`config.mk`:
```
export PLATFORM = sky130hd
export DESIGN_NAME = slot_alloc_flat
export DESIGN_NICKNAME = d
export VERILOG_FILES = /design/src/rtl/slot_alloc_if.sv /design/src/rtl/slot_alloc.sv /design/src/flat_wrapper.sv
export SDC_FILE = /design/constraint.sdc
export NUM_CORES = 1
export LEC_CHECK = 0
export CAP_MARGIN = 5
export CORE_ASPECT_RATIO = 1.25
export CORE_UTILIZATION = 53
export CTS_BUF_LIST = sky130_fd_sc_hd__clkbuf_16
export DETAILED_ROUTE_END_ITERATION = 7
export PLACE_DENSITY = 0.85
export SKIP_LAST_GASP = 1
export SLEW_MARGIN = 10
export SYNTH_ARGS = -nofsm -noshare
export SYNTH_HDL_FRONTEND = slang
export SYNTH_SLANG_ARGS = --single-unit
```
`constraint.sdc`:
```
create_clock -name clk -period 6.75 [get_ports clk]
set_input_delay 1.0125 -clock clk [delete_from_list [all_inputs] [get_ports clk]]
set_output_delay 1.0125 -clock clk [all_outputs]
set_load 0.05 [all_outputs]
```
`src/rtl/slot_alloc_if.sv`:
```
// Allocation/free handshake bundle for slot_alloc. The requester side drives
// the i_* signals; the allocator drives the o_* status and grant signals.
interface slot_alloc_if #(
  parameter int N    = 16,
  parameter int ID_W = $clog2(N)
) ();
  logic            i_alloc_vld;
  logic            o_alloc_rdy;
  logic [ID_W-1:0] o_alloc_id;
  logic            i_free_vld;
  logic [ID_W-1:0] i_free_id;
  logic [N-1:0]    o_busy;
  logic [ID_W:0]   o_cnt;
  logic            o_full;
  logic            o_empty;
  logic            o_err;

  modport master (
    output i_alloc_vld, i_free_vld, i_free_id,
    input  o_alloc_rdy, o_alloc_id, o_busy, o_cnt, o_full, o_empty, o_err
  );

  modport slave (
    input  i_alloc_vld, i_free_vld, i_free_id,
    output o_alloc_rdy, o_alloc_id, o_busy, o_cnt, o_full, o_empty, o_err
  );
endinterface

```
`src/rtl/slot_alloc.sv`:
```
// Slot allocator: grants the first free slot (lowest or highest index) from a
// registered busy bitmap, accepts frees, tracks occupancy with a 3-state FSM.
module slot_alloc #(
  parameter int N        = 16,
  parameter int ID_W     = $clog2(N),
  parameter bit FROM_LSB = 1'b1
) (
  input logic         clk,
  input logic         rst,
  slot_alloc_if.slave bus
);
  typedef enum logic [1:0] {EMPTY, PARTIAL, FULL} state_t;

  state_t          state, state_nxt;
  logic [N-1:0]    busy, busy_nxt, grant_oh, free_mask;
  logic [ID_W:0]   cnt, cnt_nxt;
  logic [ID_W-1:0] grant_id;
  logic            err;
  logic            alloc_fire, free_in_range, free_ok;

  // Zero detect across the bitmap in search order; only the first zero survives.
  always_comb begin
    logic hit;
    hit      = 1'b0;
    grant_oh = '0;
    for (int i = 0; i < N; i++) begin
      if (FROM_LSB) begin
        if (!busy[i] && !hit) begin
          grant_oh[i] = 1'b1;
          hit         = 1'b1;
        end
      end else begin
        if (!busy[N-1-i] && !hit) begin
          grant_oh[N-1-i] = 1'b1;
          hit             = 1'b1;
        end
      end
    end
  end

  always_comb begin
    grant_id = '0;
    for (int i = 0; i < N; i++)
      if (grant_oh[i]) grant_id = grant_id | ID_W'(i);
  end

  assign alloc_fire    = bus.i_alloc_vld && (state != FULL);
  assign free_in_range = {1'b0, bus.i_free_id} < (ID_W+1)'(N);
  assign free_ok       = bus.i_free_vld && free_in_range && busy[bus.i_free_id];
  assign free_mask     = free_ok ? (N'(1) << bus.i_free_id) : '0;

  // The slot being freed is still busy pre-edge, so it can never be granted too.
  assign busy_nxt = (busy | (alloc_fire ? grant_oh : '0)) & ~free_mask;

  always_comb begin
    cnt_nxt = cnt;
    case ({alloc_fire, free_ok})
      2'b10:   cnt_nxt = cnt + 1'b1;
      2'b01:   cnt_nxt = cnt - 1'b1;
      default: cnt_nxt = cnt;
    endcase
  end

  always_comb begin
    state_nxt = state;
    case (state)
      EMPTY:   if (alloc_fire && !free_ok) state_nxt = PARTIAL;
      PARTIAL: begin
        if (cnt_nxt == (ID_W+1)'(N)) state_nxt = FULL;
        else if (cnt_nxt == '0)      state_nxt = EMPTY;
      end
      FULL:    if (free_ok) state_nxt = PARTIAL;
      default: state_nxt = EMPTY;
    endcase
  end

  always_ff @(posedge clk) begin
    if (rst) state <= EMPTY;
    else     state <= state_nxt;
  end

  always_ff @(posedge clk) begin
    if (rst) begin
      busy <= '0;
      cnt  <= '0;
      err  <= 1'b0;
    end else begin
      busy <= busy_nxt;
      cnt  <= cnt_nxt;
      if (bus.i_free_vld && !free_ok) err <= 1'b1;
    end
  end

  assign bus.o_alloc_rdy = (state != FULL);
  assign bus.o_alloc_id  = grant_id;
  assign bus.o_busy      = busy;
  assign bus.o_cnt       = cnt;
  assign bus.o_full      = (state == FULL);
  assign bus.o_empty     = (state == EMPTY);
  assign bus.o_err       = err;
endmodule
```
`src/flat_wrapper.sv`:
```
// flat-port wrapper written by rule: the top's interface ports become plain ports
module slot_alloc_flat 
#(
  parameter int N        = 16,
  parameter int ID_W     = $clog2(N),
  parameter bit FROM_LSB = 1'b1
)
  (clk, rst, bus_i_alloc_vld, bus_i_free_vld, bus_i_free_id, bus_o_alloc_rdy, bus_o_alloc_id, bus_o_busy, bus_o_cnt, bus_o_full, bus_o_empty, bus_o_err);
  slot_alloc_if #(.N(N), .ID_W(ID_W)) bus_i ();
  input logic clk;
  input logic rst;
  input wire logic [$bits(bus_i.i_alloc_vld)-1:0] bus_i_alloc_vld;
  input wire logic [$bits(bus_i.i_free_vld)-1:0] bus_i_free_vld;
  input wire logic [$bits(bus_i.i_free_id)-1:0] bus_i_free_id;
  output wire logic [$bits(bus_i.o_alloc_rdy)-1:0] bus_o_alloc_rdy;
  output wire logic [$bits(bus_i.o_alloc_id)-1:0] bus_o_alloc_id;
  output wire logic [$bits(bus_i.o_busy)-1:0] bus_o_busy;
  output wire logic [$bits(bus_i.o_cnt)-1:0] bus_o_cnt;
  output wire logic [$bits(bus_i.o_full)-1:0] bus_o_full;
  output wire logic [$bits(bus_i.o_empty)-1:0] bus_o_empty;
  output wire logic [$bits(bus_i.o_err)-1:0] bus_o_err;
  assign bus_i.i_alloc_vld = bus_i_alloc_vld;
  assign bus_i.i_free_vld = bus_i_free_vld;
  assign bus_i.i_free_id = bus_i_free_id;
  assign bus_o_alloc_rdy = bus_i.o_alloc_rdy;
  assign bus_o_alloc_id = bus_i.o_alloc_id;
  assign bus_o_busy = bus_i.o_busy;
  assign bus_o_cnt = bus_i.o_cnt;
  assign bus_o_full = bus_i.o_full;
  assign bus_o_empty = bus_i.o_empty;
  assign bus_o_err = bus_i.o_err;
  slot_alloc #(.N(N), .ID_W(ID_W), .FROM_LSB(FROM_LSB)) u_core (.clk(clk), .rst(rst), .bus(bus_i));
endmodule
```
* Yosys cells after proc, flatten, opt, wreduce, memory -nomap -nowiden
Cells that the tools add are included.
** Word-level totals
- Register bits after elaboration :: 24
- Latch bits :: 0
- Memory bits (writable) :: 0
- Memory bits (read-only) :: 0
- Input bits :: 8
- Output and inout bits :: 29
- Word-level logic and storage cells :: 127
- Memories :: 0
** Cells by class
- $add $sub $neg :: 2
- Multiply operators :: 0
- Divide/modulo/power cells :: 0
- Order comparisons :: 1
- Equality and inequality tests :: 9
- Shifts and indexed selects :: 1
- Multiplexer cells :: 55
- Bitwise logic cells :: 3
- Reduce and logical (&&, ||, !) cells :: 52
** Operators by type and width (number)
- $mux W1 :: 32
- $mux W16 :: 2
- $mux W4 :: 8
- $logic_not A1 Y1 :: 30
- $logic_and A1 B1 Y1 :: 19
- $and A16 B16 Y16 :: 1
- $not A16 Y16 :: 1
- $or A16 B16 Y16 :: 1
- $shl A1 B4 Y16 const A :: 1
- $mux W2 :: 6
- $mux W3 :: 4
- $pmux W5 S2 :: 1
- $pmux W2 S3 :: 1
- $add A5 B1 Y5 const B :: 1
- $eq A5 B5 Y1 const B :: 1
- $logic_not A5 Y1 :: 1
- $lt A4 B5 Y1 const B :: 1
- $sub A5 B1 Y5 const B :: 1
- $bmux W1 S4 :: 1
- $eq A2 B1 Y1 const B :: 2
- $eq A2 B2 Y1 const B :: 2
- $ne A2 B1 Y1 const B :: 2
- $ne A3 B1 Y1 const B :: 1
- $reduce_and A3 Y1 :: 1
- 2 further kinds :: 2

* Longest topological paths before layout
Gate-level depths: netlist (run 1).
- Word-level depth :: 48
- Gate-level depth with buffers :: 15

* Least setup slack after synthesis (run 1)
Ideal clock, no wire load.
- Kind :: input to register
- From :: in bus_i_free_id[0]
- To :: reg u_core.state[1]
- Library setup time :: 0.092 ns
- Data arrival time :: 3.710 ns
- Setup slack :: 2.947 ns
- Stages on the path :: 15
- Cells stage by stage :: buf_6 -> mux4_2 -> o22ai_1 -> o32ai_1 -> and2_1 -> buf_6 -> buf_6 -> ha_1 -> inv_1 -> fa_1 -> nor2b_1 -> a21oi_1 -> nor3b_1 -> o211ai_1 -> o32ai_1
** Between the ends
- Cells in the longest elaborated chain, start to end :: 8
- Elaborated cells between the ends (all ways) :: 16
** RTL lines
- start: declaration :: RTL line flat_wrapper.sv:14 : input wire logic [$bits(bus_i.i_free_id)-1:0] bus_i_free_id;
- $bmux W1 S4 * :: RTL line slot_alloc.sv:49 : assign free_ok = bus.i_free_vld && free_in_range && busy[bus.i_free_id];
- $mux W1 (implied by the code) * :: RTL line slot_alloc.sv:49
- $logic_and A1 B1 Y1 * :: RTL line slot_alloc.sv:49
- $eq A2 B1 Y1 or $eq A2 B2 Y1 (tied branches) :: RTL line slot_alloc.sv:57 : case ({alloc_fire, free_ok})
- $pmux W5 S2 :: RTL line slot_alloc.sv:57
- $eq A5 B5 Y1 or $logic_not A5 Y1 (tied branches) :: RTL line slot_alloc.sv:69, slot_alloc.sv:70
- $ne A3 B1 Y1 (no source line) or $mux W2 (tied branches)
- $reduce_and A3 Y1 (no source line) or $pmux W2 S3 (tied branches)
- end signal: assignment :: RTL line slot_alloc.sv:79 : else state <= state_nxt;
- end: declaration :: RTL line slot_alloc.sv:14 : state_t state, state_nxt;
Every way passes the cells marked *; elsewhere a longest branch is shown, timed or not. The select of a mux whose other input is x is not followed.
A chain may end at the register's enable or synchronous reset.

* Final worst setup path (run 1)
- From :: in bus_i_free_id[1]
- To :: reg u_core.state[1]
The elaborated chain is that of the path after synthesis.

==> results of run 1 <==
[cell usage in the layout (no fill, tap or decap), drive strengths merged, types with 4 or more instances in the layout]
master,netlist,routed
clkdlybuf4s50,0,36
dfxtp,24,24
nor2,19,19
a311oi,16,16
inv,12,12
a21oi,9,9
nor2b,9,9
o21ai,8,8
nand2,7,7
nand2b,6,6
a31oi,5,5
ha,5,5
and2,4,4
[cells by family after synthesis]
family          after synthesis
compound gates               55
xor+xnor                      3
simple gates                 59
buf+inv                      22
fa+ha+maj                     6
flops                        24
mux                           7
[per-layer routing]
metal  routed length, um  GRT usage [%]  up-vias
li1                    -              -      718
met1                1630           32.3      697
met2                2080           50.0       97
met3                 278           2.22       17
met4                 129           12.2        0
met5                   0              0        -
[sequential cells by signal, indices dropped and copies added, names as in the netlist]
register           flops
u_core.bus.o_busy     16
u_core.bus.o_cnt       5
u_core.bus.o_err       1
u_core.state           2
[cell type report]
class | instances | area, sq um
multi-input combinational | 130 | 912
fill | 226 | 764
sequential | 24 | 480
timing repair buffer | 36 | 360
clock buffer | 3 | 75.1
inverter | 12 | 45.0
tap | 34 | 42.5
[where the power goes]
group / internal (mW) / leakage (nW) / switching [mW]
sequential: 0.147 / 0.195 / 0.00740
combinational: 0.0312 / 0.414 / 0.0532
clock: 0.0782 / 0.0370 / 0.0460
[worst min-delay path, stage by stage, from the launching register on]
cell	delay, ps
dfxtp_1	300
inv_1	50
o22ai_1	90
[metrics by stage]
stage / area [sq um] / worst slack (ps) / hold slack, ps
after global placement: 1840 / 1970 / 498
after global routing: 1920 / 1760 / 535
after detailed placement: 1840 / 1860 / 493
after floorplan: 1500 / 2950 / 599
after CTS: 1920 / 2110 / 501
final: 1920 / 2050 / 496
[path summary, 6_finish.rpt]
check,startpoint,end,slack (ps),cells past startpoint
setup / recovery,bus_i_free_id[1],u_core.state[1],2050,13
hold / removal,u_core.bus.o_err,u_core.bus.o_err,500,2
setup reg to reg,u_core.bus.o_busy[0],u_core.state[1],3010,12
hold reg to reg,u_core.bus.o_err,u_core.bus.o_err,500,2
==> reports/metrics.yaml, run 1 <==
floorplanning:
  dieHeight_um: 61.5
  die_w_um: 49.6
  fp.dieArea_sq_um: 3050
  io_pins: 37
  initial_core_util_pct: 56.0
  coreArea_sq_um: 2680
  rows: 21
yosys:
  synth_seq_cells: 24
  synthAdderAreaFrac_pct: 5.50
  synth_top_family_by_area: "compound AO/OA/AOI/OAI gates"
  avgSynthCellArea_sq_um: 8.52
  synthSimpleGateAreaFrac_pct: 20.6
  async_flop_share_pct: 0
  synth_compound_area_share_pct: 26.4
  synth_area_sq_um: 1500
  synth_top_area_cell: "dfxtp_1"
  synth_top_area_share_pct: 32.0
  syn_nets: 190
  yosysMostFrequentCell: "dfxtp_1"
  synth_area_leaders: "dfxtp_1, a311oi_1, nor2_1"
  muxShareOfSynthArea_pct: 6.59
  synth_cells: 176
  synth_cell_types: 41
  synth-edff-count: 0
  synth_xor_area_share_pct: 1.75
  ys_seq_area_share_pct: 32.0
  synthTopCellsByCount: "dfxtp_1, nor2_1, a311oi_1"
  ys_dominant_reg_cell: "dfxtp_1"
  yosys_warnings: 0
placed_design:
  dp.cells: 236
  dp_hpwl_mm: 3.01
  numPortBuffers: 36
  gp_congestion: 0.947
clock_network:
  post_cts_buffers: 0
  holdBufCountCts: 0
  cts_sinks: 24
  cts_tree: "done"
  htree_levels: 1
  clk_pin_slew_ps: 60
  clk_latency_ps: 250
  numCtsBuffers: 3
  postCtsResizedCells: 0
  cts-root-buf: "clkbuf_16"
  clock_path_buffers: 2
setup_path:
  critPathSlowestCell: "clkdlybuf4s50_1"
  path_cells: "clkdlybuf4s50_1 -> mux4_2 -> o22ai_1 -> o32ai_1 -> and2_1 -> ha_1 -> inv_1 -> fa_1 -> nor2b_1 -> a21oi_1 -> nor3b_1 -> o211ai_1 -> o32ai_1"
  crit_family: "simple AND/OR/NAND/NOR gates"
  start_kind: "input port"
  critPathMaxFanout: 19
  worst_path_most_repeated_cell: "o32ai_1"
  path_buf_inv: 2
  required_ps: 6910
  max_stage_delay_ps: 710
  cp.arrival_ps: 4860
  critPathKind: "input port to register"
  end_kind: "register"
detailed_routing:
  vias: 1529
  via_per_inst: 6.40
  wl_per_cell_um: 17.2
  drt_iter0_drc: 71
  remaining_drc_errors: 0
  dr.pass1.iters: 4
  routed_wl_mm: 4.12
  ant_nets: 0
final_layout:
  nets: 221
  layout.cells.non_filler: 239
  area_growth_syn_to_layout_pct: 27.7
  drive_above_1_share_pct: 5.85
  antenna_cells: 0
  final_core_util_pct: 71.5
sta:
  slew_headroom_pct: 33.6
  finalHoldViolCount: 0
  rsz0062_at_grt: "false"
  clock.fmax_ghz: 0.213
  tightest_slew_ps: 993
  finalCriticalPeriod_ps: 4700
  finalSetupViolations: 0
  fin_crit_sh_pct: 69.6
  slew_viol_final: 0
  fin_setup_tns_ps: 0
  clock-skew-final_ps: 1.56
power_and_ir_drop:
  ir_worst_vdd_uv: 178
  p_leak_nw: 0.646
  finalPower_uw: 363
  p_per_area_nw_per_um2: 190
global_routing:
  track_usage_pct: 27.1
  grt_pass1_wl_mm: 6.30
  antenna_found_initial: 0
  grt_max_degree: 28
  grt_overflow: 0
  grt_pass1_vias: 1334
min_path:
  hold_class: "register to register"
job:
  max_cap_violations: 0
run_status:
  status: "complete, no violations"
(Power assumes the default switching activity.)
==> run 2: changes to the inputs <==
- CORE_UTILIZATION: 53 -> 44
- PLACE_DENSITY: 0.85 -> 0.75
- clock period: 6.75 -> 3.85 ns (I/O delays scaled with it)
==> run 2 against run 1 <==
Clock skew hardly changed. Sequential power increased by 75%. Critical path type unchanged. Setup slack got worse by 1800 ps. Largest power group unchanged.
==> reports/metrics.yaml, run 2 (synthesis results as in run 1) <==
final_layout:
  antenna_cells: 0  # unchanged
  drive_above_1_share_pct: 8.49  # +2.6 points
  largest_reg_flops: 16  # unchanged
  nets: 227  # +2.7%
  final_common_cell: "clkdlybuf4s50_1"
  mostFrequentLayoutCells: "clkdlybuf4s50_1, dfxtp_1, nor2_1"
  area_growth_syn_to_layout_pct: 31.2
  fillers: 292  # +29%
clock_network:
  htree_levels: 1  # unchanged
  post_cts_buffers: 0  # unchanged
  postCtsResizedCells: 0  # unchanged
  holdBufCountCts: 0  # unchanged
  cts-root-buf: "clkbuf_16"
  clk_latency_ps: 250  # about the same
  clock_path_buffers: 2  # unchanged
  clk_pin_slew_ps: 60  # about the same
  numCtsBuffers: 3  # unchanged
  cts_tree: "done"
  cts_sinks: 24  # unchanged
setup_path:
  ff2ff_path_depth: 12  # unchanged
  critPathSlowestCell: "clkdlybuf4s50_1"
  reg2reg_to: "u_core.state[1]"
  crit_family: "buffers and inverters"
  cp_num_cells: 14  # +1
  critPathMaxFanout: 18  # -1
  path_cells: "clkdlybuf4s50_1 -> buf_4 -> mux4_2 -> o22ai_1 -> o32ai_1 -> and2_1 -> buf_4 -> inv_2 -> ha_1 -> nor3b_1 -> a21oi_1 -> nor3b_1 -> o211ai_1 -> o32ai_1"
  r2r-start: "u_core.bus.o_busy[2]"
  start_kind: "input port"
  r2r_slack_ps: 630  # -2380 ps
  required_ps: 4010  # -2900 ps
  cp.arrival_ps: 3790  # -1070 ps
  max_stage_delay_ps: 510  # -200 ps
  path_buf_inv: 4  # +2
  end_kind: "register"
  critPathKind: "input port to register"
sta:
  fin_setup_tns_ps: 0  # unchanged
  finalCriticalPeriod_ps: 3640
  clock-skew-final_ps: 1.83  # +0.271 ps
  tightest_slew_ps: 1040  # +47.2 ps
  slew_headroom_pct: 30.4  # -3.2 points
  clock.fmax_ghz: 0.275
  finalSetupViolations: 0  # unchanged
  fin_hold_ws_ps: 483  # -13.1 ps
  fin_ws_ps: 212  # -1840 ps
  rsz0062_at_grt: "false"
  slew_viol_final: 0  # unchanged
  finalHoldViolCount: 0  # unchanged
  fin_crit_sh_pct: 94.5
detailed_routing:
  routed_wl_mm: 4.25  # +3.3%
  via_per_inst: 6.14  # -4.1%
  vias: 1528  # -0.065%
  ant_nets: 0  # unchanged
  wl_per_cell_um: 17.1  # -0.85%
  drt_iter0_drc: 76  # +7.0%
  dr.pass1.iters: 4  # unchanged
  remaining_drc_errors: 0  # unchanged
power_and_ir_drop:
  ir_worst_vdd_uv: 214  # +20%
  switching_share_pct: 30.0  # +0.63 points
  p_leak_nw: 0.678  # +4.9%
  clockPowerShare_pct: 34.6  # +0.4 points
  internal_power_uw: 456  # +78%
  switching_power_uw: 195  # +83%
  seq_power_share_pct: 41.6  # -1.0 points
  comb_power_share_pct: 23.8  # +0.6 points
  p_per_area_nw_per_um2: 331  # +75%
  finalPower_uw: 652  # +79%
floorplanning:
  die_w_um: 54.2  # +9.4%
  rows: 23  # +9.5%
  fp.dieArea_sq_um: 3650  # +20%
  io_pins: 37  # unchanged
  initial_core_util_pct: 46.5  # -9.4 points
  coreArea_sq_um: 3220  # +20%
  dieHeight_um: 67.3  # +9.4%
min_path:
  hold_depth: 2  # unchanged
  hp-start: "u_core.bus.o_err"
  hold_class: "register to register"
  worst_hold_path.endpoint: "u_core.bus.o_err"
placed_design:
  numPortBuffers: 36  # unchanged
  gp_congestion: 0.896  # -5.4%
  dp_slack_ps: 36.6  # -1830 ps
  dp_hpwl_mm: 3.07  # +1.8%
global_routing:
  grt_overflow: 0  # unchanged
  antenna_found_initial: 0  # unchanged
  track_usage_pct: 25.4  # -1.6 points
  grt_max_degree: 28  # unchanged
  grt_pass1_wl_mm: 6.79  # +7.8%
  grt_pass1_vias: 1461  # +9.5%
job:
  max_cap_violations: 0  # unchanged
run_status:
  status: "complete, no violations"
## run 2: changes by cell type in the layout (fill, tap and decap cells not counted), sizes merged
cell    delta
buf        +6
clkinv     +1
## run 2: worst max-delay path by stage
stage / startpoint / end / slack, ps
2_1_floorplan: u_core.bus.o_busy[0] / u_core.state[1] / 400
3_3_place_gp: bus_i_free_id[1] / u_core.state[1] / 140
3_5_place_dp: bus_i_free_id[1] / u_core.state[1] / 40
4_1_cts: bus_i_free_id[1] / u_core.state[1] / 210
5_1_grt: bus_i_free_id[1] / u_core.state[1] / 20
6_report: bus_i_free_id[1] / u_core.state[1] / 210
## run 2: stage by stage
| stage | util [%] | cell area (sq um) | instances |
|---|---|---|---|
| floorplan | - | 1500 | 176 |
| global placement | 58.6 | 1890 | 245 |
| detailed placement | 58.6 | 1890 | 245 |
| CTS | 61.1 | 1970 | 249 |
| global route | 61.1 | 1970 | 249 |
| finish | 61.1 | 1970 | 249 |
## run 2: power groups by stage
stage	clock [mW]	combinational (mW)	sequential [mW]
final	0.226	0.155	0.271
after global routing	0.238	0.165	0.272
after floorplan	0	0.0793	0.301
after detailed placement	0	0.153	0.276
after CTS	0.226	0.154	0.271
after global placement	0	0.150	0.276
## run 2: layout make-up
| class | count | area [sq um] | share of cell area (%) |
|---|---|---|---|
| timing repair buffer | 42 | 405 | 20.6 |
| inverter | 12 | 45.0 | 2.29 |
| sequential | 24 | 480 | 24.4 |
| multi-input combinational | 130 | 912 | 46.3 |
| tap | 37 | 46.3 | 2.35 |
| clock inverter | 1 | 3.75 | 0.191 |
| clock buffer | 3 | 75.1 | 3.81 |
## run 2: tightest hold or removal path: stages (launching register included)
cell and delay, ps:
dfxtp_1 310, inv_1 50, o22ai_1 70
## run 2: layer usage
layer / GRT usage, % / vias to the layer above / routed length (um)
li1: - / 727 / -
met1: 30.5 / 726 / 1730
met2: 45.0 / 69 / 2240
met3: 3.15 / 6 / 224
met4: 9.29 / 0 / 64
met5: 0 / - / 0
==> run 3: changes to the inputs <==
- RECOVER_POWER: default -> 50
==> run 3 against run 2 <==
Design area is the same. Routed wire length down 1.2%. Worst hold slack worse by 2.9 ps. Final cell count did not move. Total power fell by 0.78%. First-iteration DRC count is 5.3% lower. Setup slack better by 2.2 ps. Critical path depth unchanged. Global-route usage is the same. Combinational power fell by 3%. Critical endpoint unchanged. Largest power group unchanged.
==> reports/metrics.yaml, run 3 (synthesis results as in run 1) <==
run_status:
  status: "complete, no violations"
placed_design:
  numPortBuffers: 36  # unchanged
  dp_hpwl_mm: 3.07  # unchanged
  dp_slack_ps: 36.6  # unchanged
  gp_congestion: 0.896  # unchanged
sta:
  fin_setup_tns_ps: 0  # unchanged
  rsz0062_at_grt: "false"
  clock.fmax_ghz: 0.275  # about the same
  fin_ws_ps: 215  # +2.24 ps
  finalHoldViolCount: 0  # unchanged
  finalCriticalPeriod_ps: 3640  # -2.24 ps
  tightest_slew_ps: 1020  # -19.3 ps
  clock-skew-final_ps: 1.56  # -0.271 ps
  slew_viol_final: 0  # unchanged
  fin_crit_sh_pct: 94.4  # about the same
  finalSetupViolations: 0  # unchanged
  slew_headroom_pct: 31.7  # +1.3 points
global_routing:
  grt_pass1_wl_mm: 6.79  # unchanged
  grt_overflow: 0  # unchanged
  track_usage_pct: 25.4  # unchanged
  grt_max_degree: 28  # unchanged
  grt_pass1_vias: 1461  # unchanged
  antenna_found_initial: 0  # unchanged
setup_path:
  reg2reg_to: "u_core.state[1]"
  ff2ff_path_depth: 12  # unchanged
  critPathKind: "input port to register"
  critPathSlowestCell: "clkdlybuf4s50_1"
  max_stage_delay_ps: 510  # about the same
  cp.arrival_ps: 3790  # about the same
  crit_start: "bus_i_free_id[1]"
  start_kind: "input port"
  r2r_slack_ps: 640  # about the same
  critPathMaxFanout: 18  # unchanged
  r2r-start: "u_core.bus.o_busy[2]"
  cp-endpoint: "u_core.state[1]"
  required_ps: 4000  # about the same
  path_cells: "clkdlybuf4s50_1 -> buf_4 -> mux4_2 -> o22ai_1 -> o32ai_1 -> and2_1 -> buf_4 -> inv_2 -> ha_1 -> nor3b_1 -> a21oi_1 -> nor3b_1 -> o211ai_1 -> o32ai_1"
  end_kind: "register"
final_layout:
  mostFrequentLayoutCells: "dlygate4sd3_1, dfxtp_1, nor2_1"
  drive_above_1_share_pct: 8.49  # unchanged
  largest_reg_flops: 16  # unchanged
  nets: 227  # unchanged
  final_common_cell: "dlygate4sd3_1"
  fillers: 292  # unchanged
  area_growth_syn_to_layout_pct: 31.2  # unchanged
  antenna_cells: 0  # unchanged
power_and_ir_drop:
  seq_power_share_pct: 41.9  # +0.3 points
  internal_power_uw: 453  # -0.81%
  switching_share_pct: 30.0  # about the same
  p_leak_nw: 0.744  # +9.7%
  clockPowerShare_pct: 34.8  # +0.2 points
  ir_worst_vdd_uv: 213  # -0.40%
  p_per_area_nw_per_um2: 329  # -0.78%
  switching_power_uw: 194  # -0.72%
  comb_power_share_pct: 23.3  # -0.5 points
clock_network:
  cts-root-buf: "clkbuf_16"
  post_cts_buffers: 0  # unchanged
  holdBufCountCts: 0  # unchanged
  htree_levels: 1  # unchanged
  cts_sinks: 24  # unchanged
  numCtsBuffers: 3  # unchanged
  postCtsResizedCells: 0  # unchanged
  clk_latency_ps: 250  # about the same
  cts_tree: "done"
  clk_pin_slew_ps: 60  # about the same
  clock_path_buffers: 2  # unchanged
detailed_routing:
  drt_iter0_drc: 72  # -5.3%
  ant_nets: 0  # unchanged
  wl_per_cell_um: 16.9  # -1.2%
  dr.pass1.iters: 4  # unchanged
  via_per_inst: 6.16  # +0.33%
  remaining_drc_errors: 0  # unchanged
  vias: 1533  # +0.33%
  routed_wl_mm: 4.20  # -1.2%
floorplanning:
  dieHeight_um: 67.3  # unchanged
  rows: 23  # unchanged
  io_pins: 37  # unchanged
  die_w_um: 54.2  # unchanged
  coreArea_sq_um: 3220  # unchanged
  initial_core_util_pct: 46.5  # unchanged
  fp.dieArea_sq_um: 3650  # unchanged
job:
  max_cap_violations: 0  # unchanged
min_path:
  hold_class: "register to register"
[run 3: cell count changes in the layout (fill, tap and decap cells not counted), sizes merged]
cell	delta
dlygate4sd3	+25
clkdlybuf4s50	-25
[run 3: worst min path at each step]
stage                startpoint               end  slack (ps)  depth (start not counted)
2_1_floorplan   u_core.state[1]   u_core.state[1]         600                          2
3_3_place_gp   u_core.bus.o_err  u_core.bus.o_err         460                          2
3_5_place_dp   u_core.bus.o_err  u_core.bus.o_err         470                          2
4_1_cts        u_core.bus.o_err  u_core.bus.o_err         490                          2
5_1_grt        u_core.bus.o_err  u_core.bus.o_err         530                          2
6_report       u_core.bus.o_err  u_core.bus.o_err         480                          2
[run 3: metal layers]
metal | vias up | track usage (%) | share of wire, % | wire length, um
met5 | - | 0 | 0 | 0
met4 | 0 | 9.29 | 1.8 | 76
met3 | 6 | 3.15 | 5.0 | 208
met1 | 727 | 30.5 | 41 | 1730
met2 | 73 | 45.0 | 52 | 2190
li1 | 727 | - | - | -
[run 3: power by group through the flow]
stage / combinational (mW) / sequential (mW) / clock, mW
floorplan: 0.0793 / 0.301 / 0
global placement: 0.150 / 0.276 / 0
detailed placement: 0.153 / 0.276 / 0
CTS: 0.154 / 0.271 / 0.226
global route: 0.161 / 0.272 / 0.238
finish: 0.151 / 0.271 / 0.225
[run 3: stage by stage]
step	power, mW	util, %	instance area [sq um]	hold slack, ps	cells
6_report	0.647	61.1	1970	480	249
2_1_floorplan	0.380	-	1500	599	176
3_3_place_gp	0.426	58.6	1890	463	245
4_1_cts	0.651	61.1	1970	487	249
5_1_grt	0.672	61.1	1970	526	249
3_5_place_dp	0.429	58.6	1890	469	245
[run 3: cell type report]
type / count / area, sq um / share of cell area, %
well taps: 37 / 46.3 / 2.35
clock inverters: 1 / 3.75 / 0.191
multi-input cells: 130 / 912 / 46.3
clock buffers: 3 / 75.1 / 3.81
flip-flops and latches: 24 / 480 / 24.4
repair buffers: 42 / 405 / 20.6
inverters: 12 / 45.0 / 2.29
[run 3: worst max-delay path, delay by kind of cell]
family / cells / cell delay [ps]
buf+inv: 4 / 1000
compound gates: 5 / 980
simple gates: 3 / 620
fa+ha+maj: 1 / 420
mux: 1 / 190
